<file path="config.mk">
export PLATFORM = sky130hd
export DESIGN_NAME = muldiv_sequencer
export DESIGN_NICKNAME = d
export VERILOG_FILES = /design/src/rtl/muldiv_sequencer_pkg.sv /design/src/rtl/muldiv_sequencer_decoder.sv /design/src/rtl/muldiv_sequencer.sv
export SDC_FILE = /design/constraint.sdc
export NUM_CORES = 2
export LEC_CHECK = 0
export CAP_MARGIN = 15
export CORE_ASPECT_RATIO = 1.75
export CORE_MARGIN = 4
export CORE_UTILIZATION = 50
export DETAILED_ROUTE_END_ITERATION = 8
export PLACE_DENSITY = 0.73
export SETUP_SLACK_MARGIN = 0.1
export SYNTH_ARGS = -nofsm -noshare
export SYNTH_HDL_FRONTEND = slang
export SYNTH_SLANG_ARGS = --single-unit
</file>
<file path="constraint.sdc">
create_clock -name clk -period 10 [get_ports clk]
set_input_delay 2 -clock clk [delete_from_list [all_inputs] [get_ports clk]]
set_output_delay 2 -clock clk [all_outputs]
set_load 0.01 [all_outputs]
</file>
<file path="src/rtl/muldiv_sequencer_pkg.sv">
// Shared encodings for the RV64M multiply/divide sequencer: opcodes, funct fields and FSM states.
package muldiv_sequencer_pkg;

    localparam logic [6:0] OPC_OP    = 7'b0110011;
    localparam logic [6:0] OPC_OP_32 = 7'b0111011;
    localparam logic [6:0] FUNCT7_M  = 7'b0000001;

    typedef enum logic [2:0] {
        F3_MUL    = 3'b000,
        F3_MULH   = 3'b001,
        F3_MULHSU = 3'b010,
        F3_MULHU  = 3'b011,
        F3_DIV    = 3'b100,
        F3_DIVU   = 3'b101,
        F3_REM    = 3'b110,
        F3_REMU   = 3'b111
    } m_funct3_e;

    typedef enum logic [1:0] {
        S_IDLE = 2'd0,
        S_CALC = 2'd1,
        S_DONE = 2'd2
    } state_e;

endpackage

</file>
<file path="src/rtl/muldiv_sequencer_decoder.sv">
// Combinational M-extension decoder: classifies an instruction word into op kind and operand signedness.
module muldiv_sequencer_decoder
    import muldiv_sequencer_pkg::*;
(
    input  logic [31:0] insn,
    output logic        is_m,
    output logic        is_word,
    output logic        is_div,
    output logic        is_rem,
    output logic        is_high,
    output logic        sign_a,
    output logic        sign_b
);

    logic [6:0] opcode;
    logic [2:0] funct3;
    logic [6:0] funct7;
    logic       unused_fields;

    assign unused_fields = ^insn[24:15] ^ ^insn[11:7];

    always_comb begin
        opcode  = insn[6:0];
        funct3  = insn[14:12];
        funct7  = insn[31:25];
        is_word = (opcode == OPC_OP_32);
        // OP-32 only carries MULW and the four divide forms
        is_m    = (funct7 == FUNCT7_M) &&
                  ((opcode == OPC_OP) || (is_word && ((funct3 == F3_MUL) || funct3[2])));
        is_div  = funct3[2];
        is_rem  = funct3[2] & funct3[1];
        is_high = !funct3[2] && (funct3[1:0] != 2'b00);
        sign_a  = (funct3 == F3_MUL) || (funct3 == F3_MULH) || (funct3 == F3_MULHSU) ||
                  (funct3 == F3_DIV) || (funct3 == F3_REM);
        sign_b  = (funct3 == F3_MUL) || (funct3 == F3_MULH) ||
                  (funct3 == F3_DIV) || (funct3 == F3_REM);
    end

endmodule

</file>
<file path="src/rtl/muldiv_sequencer.sv">
// Iterative RV64M multiply (shift-add) / divide (restoring) sequencer, one bit per cycle.
// Build option MULDIV_EARLY_OUT_EN: zero-operand ops skip CALC and complete the cycle after accept.
module muldiv_sequencer
    import muldiv_sequencer_pkg::*;
#(
    parameter int XLEN = 64
) (
    input  logic            clk,
    input  logic            reset,
    input  logic            flush,
    input  logic            in_valid,
    output logic            in_ready,
    input  logic [31:0]     insn,
    input  logic [XLEN-1:0] rs1,
    input  logic [XLEN-1:0] rs2,
    output logic            out_valid,
    input  logic            out_ready,
    output logic [XLEN-1:0] result,
    output logic            busy
);

    localparam int HW = XLEN / 2;
    localparam int CW = $clog2(XLEN);

    logic dec_is_m, dec_is_word, dec_is_div, dec_is_rem, dec_is_high, dec_sign_a, dec_sign_b;

    muldiv_sequencer_decoder u_dec (
        .insn    (insn),
        .is_m    (dec_is_m),
        .is_word (dec_is_word),
        .is_div  (dec_is_div),
        .is_rem  (dec_is_rem),
        .is_high (dec_is_high),
        .sign_a  (dec_sign_a),
        .sign_b  (dec_sign_b)
    );

    state_e          state_q;
    logic [CW-1:0]   cnt_q;
    logic [XLEN:0]   hi_q;
    logic [XLEN-1:0] lo_q, opnd_q, result_q;
    logic            word_q, div_q, rem_q, high_q, neg_q, out_valid_q;

    // Operand conditioning: W-ops see only the low half, magnitudes are zero-extended
    logic [XLEN-1:0] wmask, a_ext, b_ext, a_mag, b_mag;
    logic            a_neg, b_neg;

    always_comb begin
        wmask = dec_is_word ? {{HW{1'b0}}, {HW{1'b1}}} : {XLEN{1'b1}};
        a_ext = rs1 & wmask;
        b_ext = rs2 & wmask;
        a_neg = dec_sign_a & (dec_is_word ? rs1[HW-1] : rs1[XLEN-1]);
        b_neg = dec_sign_b & (dec_is_word ? rs2[HW-1] : rs2[XLEN-1]);
        a_mag = a_neg ? (({XLEN{1'b0}} - a_ext) & wmask) : a_ext;
        b_mag = b_neg ? (({XLEN{1'b0}} - b_ext) & wmask) : b_ext;
    end

    // One iteration of either algorithm over the {hi, lo} accumulator
    logic [XLEN:0]   sum, sh_hi, diff, hi_step;
    logic [XLEN-1:0] lo_step;

    always_comb begin
        sum   = hi_q + {1'b0, (lo_q[0] ? opnd_q : {XLEN{1'b0}})};
        sh_hi = {hi_q[XLEN-1:0], lo_q[XLEN-1]};
        diff  = sh_hi - {1'b0, opnd_q};
        if (div_q) begin
            if (diff[XLEN]) begin
                hi_step = sh_hi;
                lo_step = {lo_q[XLEN-2:0], 1'b0};
            end else begin
                hi_step = diff;
                lo_step = {lo_q[XLEN-2:0], 1'b1};
            end
        end else begin
            hi_step = {1'b0, sum[XLEN:1]};
            lo_step = {sum[0], lo_q[XLEN-1:1]};
        end
    end

    // Sign fix-up on the final iteration; a zero divisor forces the all-ones quotient,
    // while the remainder naturally restores rs1 after re-applying the dividend sign.
    logic [2*XLEN-1:0] prod, prod_s;
    logic [XLEN-1:0]   quo_s, rem_s, full_res, fix_res;
    logic [HW-1:0]     half_res;

    always_comb begin
        prod   = {hi_step[XLEN-1:0], lo_step};
        prod_s = neg_q ? ({(2*XLEN){1'b0}} - prod) : prod;
        quo_s  = neg_q ? ({XLEN{1'b0}} - lo_step) : lo_step;
        rem_s  = neg_q ? ({XLEN{1'b0}} - hi_step[XLEN-1:0]) : hi_step[XLEN-1:0];
        if (div_q) begin
            full_res = rem_q ? rem_s : ((opnd_q == {XLEN{1'b0}}) ? {XLEN{1'b1}} : quo_s);
            half_res = full_res[HW-1:0];
        end else begin
            full_res = high_q ? prod_s[2*XLEN-1:XLEN] : prod_s[XLEN-1:0];
            half_res = prod_s[XLEN-1:HW];
        end
        fix_res = word_q ? {{HW{half_res[HW-1]}}, half_res} : full_res;
    end

`ifdef MULDIV_EARLY_OUT_EN
    logic            early_hit;
    logic [XLEN-1:0] early_res;

    always_comb begin
        early_hit = dec_is_div ? (b_ext == {XLEN{1'b0}})
                               : ((a_ext == {XLEN{1'b0}}) || (b_ext == {XLEN{1'b0}}));
        early_res = {XLEN{1'b0}};
        if (dec_is_div) begin
            early_res = dec_is_rem ? (dec_is_word ? {{HW{rs1[HW-1]}}, rs1[HW-1:0]} : rs1)
                                   : {XLEN{1'b1}};
        end
    end
`endif

    logic [CW-1:0] last_cnt;
    assign last_cnt = word_q ? CW'(HW - 1) : CW'(XLEN - 1);

    always_ff @(posedge clk) begin
        if (reset) begin
            state_q     <= S_IDLE;
            cnt_q       <= '0;
            hi_q        <= '0;
            lo_q        <= '0;
            opnd_q      <= '0;
            result_q    <= '0;
            word_q      <= 1'b0;
            div_q       <= 1'b0;
            rem_q       <= 1'b0;
            high_q      <= 1'b0;
            neg_q       <= 1'b0;
            out_valid_q <= 1'b0;
        end else if (flush) begin
            state_q     <= S_IDLE;
            out_valid_q <= 1'b0;
        end else begin
            case (state_q)
                S_IDLE: begin
                    if (in_valid && dec_is_m) begin
                        cnt_q  <= '0;
                        hi_q   <= '0;
                        word_q <= dec_is_word;
                        div_q  <= dec_is_div;
                        rem_q  <= dec_is_rem;
                        high_q <= dec_is_high;
                        neg_q  <= dec_is_rem ? a_neg : (a_neg ^ b_neg);
                        if (dec_is_div) begin
                            lo_q   <= dec_is_word ? {a_mag[HW-1:0], {HW{1'b0}}} : a_mag;
                            opnd_q <= b_mag;
                        end else begin
                            lo_q   <= b_mag;
                            opnd_q <= a_mag;
                        end
`ifdef MULDIV_EARLY_OUT_EN
                        if (early_hit) begin
                            state_q     <= S_DONE;
                            result_q    <= early_res;
                            out_valid_q <= 1'b1;
                        end else begin
                            state_q <= S_CALC;
                        end
`else
                        state_q <= S_CALC;
`endif
                    end
                end
                S_CALC: begin
                    hi_q <= hi_step;
                    lo_q <= lo_step;
                    if (cnt_q == last_cnt) begin
                        state_q     <= S_DONE;
                        result_q    <= fix_res;
                        out_valid_q <= 1'b1;
                    end else begin
                        cnt_q <= cnt_q + CW'(1);
                    end
                end
                S_DONE: begin
                    if (out_ready) begin
                        state_q     <= S_IDLE;
                        out_valid_q <= 1'b0;
                    end
                end
                default: begin
                    state_q     <= S_IDLE;
                    out_valid_q <= 1'b0;
                end
            endcase
        end
    end

    assign in_ready  = (state_q == S_IDLE);
    assign busy      = (state_q != S_IDLE);
    assign out_valid = out_valid_q;
    assign result    = result_q;

endmodule
</file>
==> run metrics, run 1 <==
syn avg cell area 6.769 um^2; Post-CTS Repair Setup Buffers 0; placed insts 5811; post_cts resized 0; Fail Step global routing; Yosys warnings 0; initial core utilization 0.5045; Post-synth top flop dfxtp_1; clock sink count 271; vias in the first global route 42363; root buffer cell clkbuf_16; synth unique cells 106; largest net degree at the start of global routing 172; Die Ht 350.6 um; Err [ERROR GRT-0116] Global routing finished with congestion. Check the congestion regions in the DRC Viewer.; worst slack at placement 1.195 ns; Global Route Usage Sum 0.5501; H-tree levels 1; Yosys reg bits 271; I/O pin total 232; port bufs 216; number of flops mapped to enable cells by yosys 0; CTS Hold Buffers Added 0; Core Rows 125; GR Overflow Total 6; Seq/Total Area, Yosys 0.1618; post-DP HPWL 148000 um; Async SR Flop Fraction 0; first-pass GRT wire length 290200 um; post-synthesis instance total 4954; routability congestion estimate 1.107; clock buffer depth 3; Horiz. Die Dim 203.8 um; status aborted with a tool error; syn_nets 5255; CTS buffer count 29; post-synthesis instance area 0.03353 mm^2
## layer usage
metal,overflow,track usage
met2,2,0.8346
met5,0,0.01168
met3,0,0.2168
met4,4,0.6319
met1,0,0.5286
## cells in the mapped netlist, drive strengths merged (56+ instances only)
cell | count | area, um^2
xnor2 | 190 | 1664
o21ai | 331 | 1664
a211oi | 160 | 1219
a21oi | 479 | 2420
xor2 | 139 | 1217
inv | 126 | 473.0
clkbuf | 272 | 1021
nand2 | 521 | 1956
dfxtp | 271 | 5425
ha | 134 | 1677
o211ai | 84 | 630.6
buf | 88 | 401.6
nand4 | 83 | 519.3
a21o | 63 | 473.0
mux2i | 105 | 1055
and2 | 97 | 606.8
o31ai | 56 | 425.4
nor3 | 178 | 905.9
nor2 | 592 | 2222
nor4 | 75 | 475.5
nand3 | 118 | 595.6
a22oi | 70 | 525.5
## logic make-up after synthesis
family / count (synthesis) / synth area share
multiplexers: 131 / 0.04018
AO/OA/AOI/OAI: 1664 / 0.3297
AND/OR/NAND/NOR: 1936 / 0.2746
XOR/XNOR: 329 / 0.08593
adder cells (fa/ha/maj): 136 / 0.05119
buffers and inverters: 487 / 0.05664
flip-flops: 271 / 0.1618
## per-stage QoR
step | instance area, um^2 | hold slack [ns]
3_3_place_gp | 36350 | 0.4629
4_1_cts | 37380 | 0.4808
2_1_floorplan | 33530 | 0.4437
3_5_place_dp | 36360 | 0.4705
==> inputs of run 2 (changes only) <==
--- a/config.mk
+++ b/config.mk
@@ -6,12 +6,10 @@
 export NUM_CORES = 2
 export LEC_CHECK = 0
 export CAP_MARGIN = 15
-export CORE_ASPECT_RATIO = 1.75
 export CORE_MARGIN = 4
-export CORE_UTILIZATION = 50
+export CORE_UTILIZATION = 35
 export DETAILED_ROUTE_END_ITERATION = 8
-export PLACE_DENSITY = 0.73
-export SETUP_SLACK_MARGIN = 0.1
+export PLACE_DENSITY_LB_ADDON = 0.15
 export SYNTH_ARGS = -nofsm -noshare
 export SYNTH_HDL_FRONTEND = slang
 export SYNTH_SLANG_ARGS = --single-unit
==> run metrics, run 2 <==
status completed; clock network power share 0.503; final worst setup slack 0.8659 ns; startpoint of the worst hold path rem_q; TritonCTS clock tree built; largest net degree at the start of global routing 126; DR pass1 iterations 6; clock-pin slew on the worst setup and hold paths 0.06 ns; share of power burned in registers 0.358; first-pass GRT wire length 257300 um; synth unique cells 106 (unchanged); area added between synthesis and finish 13.83%; Routed wire per std cell 28.48 um; max reg flops 65; fin nets 5262; Post-synth top flop dfxtp_1; R2R Setup Slk 0.87 ns; setup violators final 0; worst clock skew 0.03064 ns; layout cells sized above 1 0.05872; routability congestion estimate 1.064 (-4.0%); CP arrival 9.60 ns; CTS buffer count 38 (+31%); Horiz. Die Dim 317.5 um (+56%); Global Route Usage Sum 0.3351; Worst Setup End Kind register; post_cts resized 0 (unchanged); Final period util 0.9134; H-tree levels 2 (+1); crit-path leading delay family simple AND/OR/NAND/NOR gates; Max Fclk 0.1095 GHz; Psw 0.0008879 W; Core Rows 113 (-9.6%); Hold Crit Class register to register; worst setup path class register to register; vias in the first global route 37353; Yosys warnings 0 (unchanged); slowest stage cell, crit path nor4_1; Synth area leaders dfxtp_1 16%, a21oi_1 7.1%, nor2_1 6.6%; detailed-route DRC error count 0; Final ANT Viol Nets 0; Biggest register hi_q; core area 0.09501 mm^2; commonest non-fill, non-tap cell in the layout nor2_1; Sw Ratio 0.2944; most frequent cells in the layout 588 x nor2_1, 521 x nand2_1, 472 x a21oi_1; Worst-Skew Late Latency 0.60 ns; critical-path maximum fanout 26; Seq/Total Area, Yosys 0.1618 (unchanged); root buffer cell clkbuf_16; Worst-Margin Slew 1.249 ns; max-slew violations 0; top cells by count, synth 592 x nor2_1, 521 x nand2_1, 473 x a21oi_1, 285 x o21ai_0, 272 x clkbuf_1; Yosys reg bits 271 (unchanged); vias per cell 6.412; Max stage delay on crit path 0.86 ns; Int Power 0.002128 W; # Max-Cap Violations 0; syn_nets 5255 (unchanged); worst slack at placement 1.137 ns (-0.05832 ns); final core occ 0.4018; initial antenna violation count 7; clock buffer depth 3 (unchanged); worst vdd ir 120.5 uV; post-synthesis cell type with the largest combined area dfxtp_1; RR Endpoint result[62]; total number of vias 40125; minimum clock period 9.134 ns; port bufs 216 (unchanged); initial core utilization 0.3530 (-0.1516); top-count cell post-synth nor2_1; Worst R2R Start lo_q[63]; Worst Hold End rem_q; Logic pwr share 0.139; CP Buf/Inv Count 2; post-DP HPWL 142800 um (-3.5%); Slew HR 0.1570; I/O pin total 232 (unchanged); Post-Route WL 178200 um; number of flops mapped to enable cells by yosys 0 (unchanged); initial drt markers 4741; RSZ-0062 raised after global routing no; GR Overflow Total 0; Power Dens Cells 79.01 mW/mm^2; CP Data Required Time 10.47 ns; Final Hold Viols 0; syn avg cell area 6.769 um^2 (unchanged); fill count 10253; post-synth top area share 0.1618 (unchanged); Min Hold Slack 0.4541 ns; Static Leak 14.51 nW; post-synthesis instance total 4954 (unchanged); Async SR Flop Fraction 0 (unchanged); Die Ht 317.5 um (-9.4%); crit path launch type register; post-synthesis instance area 0.03353 mm^2 (unchanged); final setup TNS 0 ns; Die Area 0.1008 mm^2; R2R depth 27; Hold Path Depth 2; Post-CTS Repair Setup Buffers 0 (unchanged); clock sink count 271 (unchanged); CTS Hold Buffers Added 0 (unchanged)
==> run 2: cell counts after synthesis <==
No cell type changed its count.
==> run 2: cell type report <==
cell class / instances / area [um^2] / share of cell area
flip-flops and latches: 271 / 5435 / 0.1424
clock buffers: 48 / 1049 / 0.02747
repair buffers: 327 / 3023 / 0.07919
clock inverters: 21 / 317.8 / 0.008326
multi-input cells: 4196 / 26280 / 0.6884
diodes: 3 / 7.507 / 0.0001967
inverters: 127 / 478.0 / 0.01252
well taps: 1265 / 1583 / 0.04146
==> run 2: power groups by stage <==
stage	logic [W]	clock network (W)	registers, W
2_1_floorplan	0.000188	0	0.00110
3_3_place_gp	0.000411	0	0.00110
6_report	0.000420	0.00152	0.00108
3_5_place_dp	0.000412	0	0.00110
4_1_cts	0.000413	0.00154	0.00108
5_1_grt	0.000433	0.00158	0.00108
==> run 2: cell families (layout without fill, tap and decap cells) <==
kind of cell	after synthesis	count (layout)	synth area share
other cells	0	3	0
buf+inv	487	523	0.05664
fa+ha+maj	136	136	0.05119
mux	131	131	0.04018
simple gates	1936	1936	0.2746
xor+xnor	329	329	0.08593
compound gates	1664	1664	0.3297
flops	271	271	0.1618
==> run 2: worst max-delay path by stage <==
stage | startpoint | to | slack (ns) | cells past startpoint
2_1_floorplan | lo_q[63] | result[62] | 3.13 | 27
3_3_place_gp | lo_q[63] | result[52] | 1.15 | 27
3_5_place_dp | lo_q[63] | result[52] | 1.14 | 27
4_1_cts | lo_q[63] | result[52] | 1.09 | 27
5_1_grt | lo_q[63] | result[52] | 0.46 | 27
6_report | lo_q[63] | result[62] | 0.87 | 27
==> run 2: layer usage <==
| metal | GRT usage | routed length (um) | vias to the layer above |
|---|---|---|---|
| met1 | 0.4310 | 72740 | 19249 |
| met5 | 0 | 27 | - |
| met3 | 0.05387 | 14810 | 430 |
| met2 | 0.5281 | 77820 | 2041 |
| met4 | 0.2005 | 12800 | 4 |
| li1 | - | - | 18401 |
==> run 2: metrics by stage <==
stage          std cells  cell area (um^2)  power, W
5_1_grt             6255             38160  0.003089
2_1_floorplan       4954             33530  0.001291
6_report            6258             38170  0.003016
3_3_place_gp        6186             36800  0.001514
4_1_cts             6255             38160  0.003030
3_5_place_dp        6186             36800  0.001515
==> run 2: worst min-delay path: cells and delay by family (launching register included) <==
family,cells,cell delay [ns]
AO/OA/AOI/OAI,1,0.05
flip-flops,1,0.30
AND/OR/NAND/NOR,1,0.05
Power figures use the tool's default switching activity.
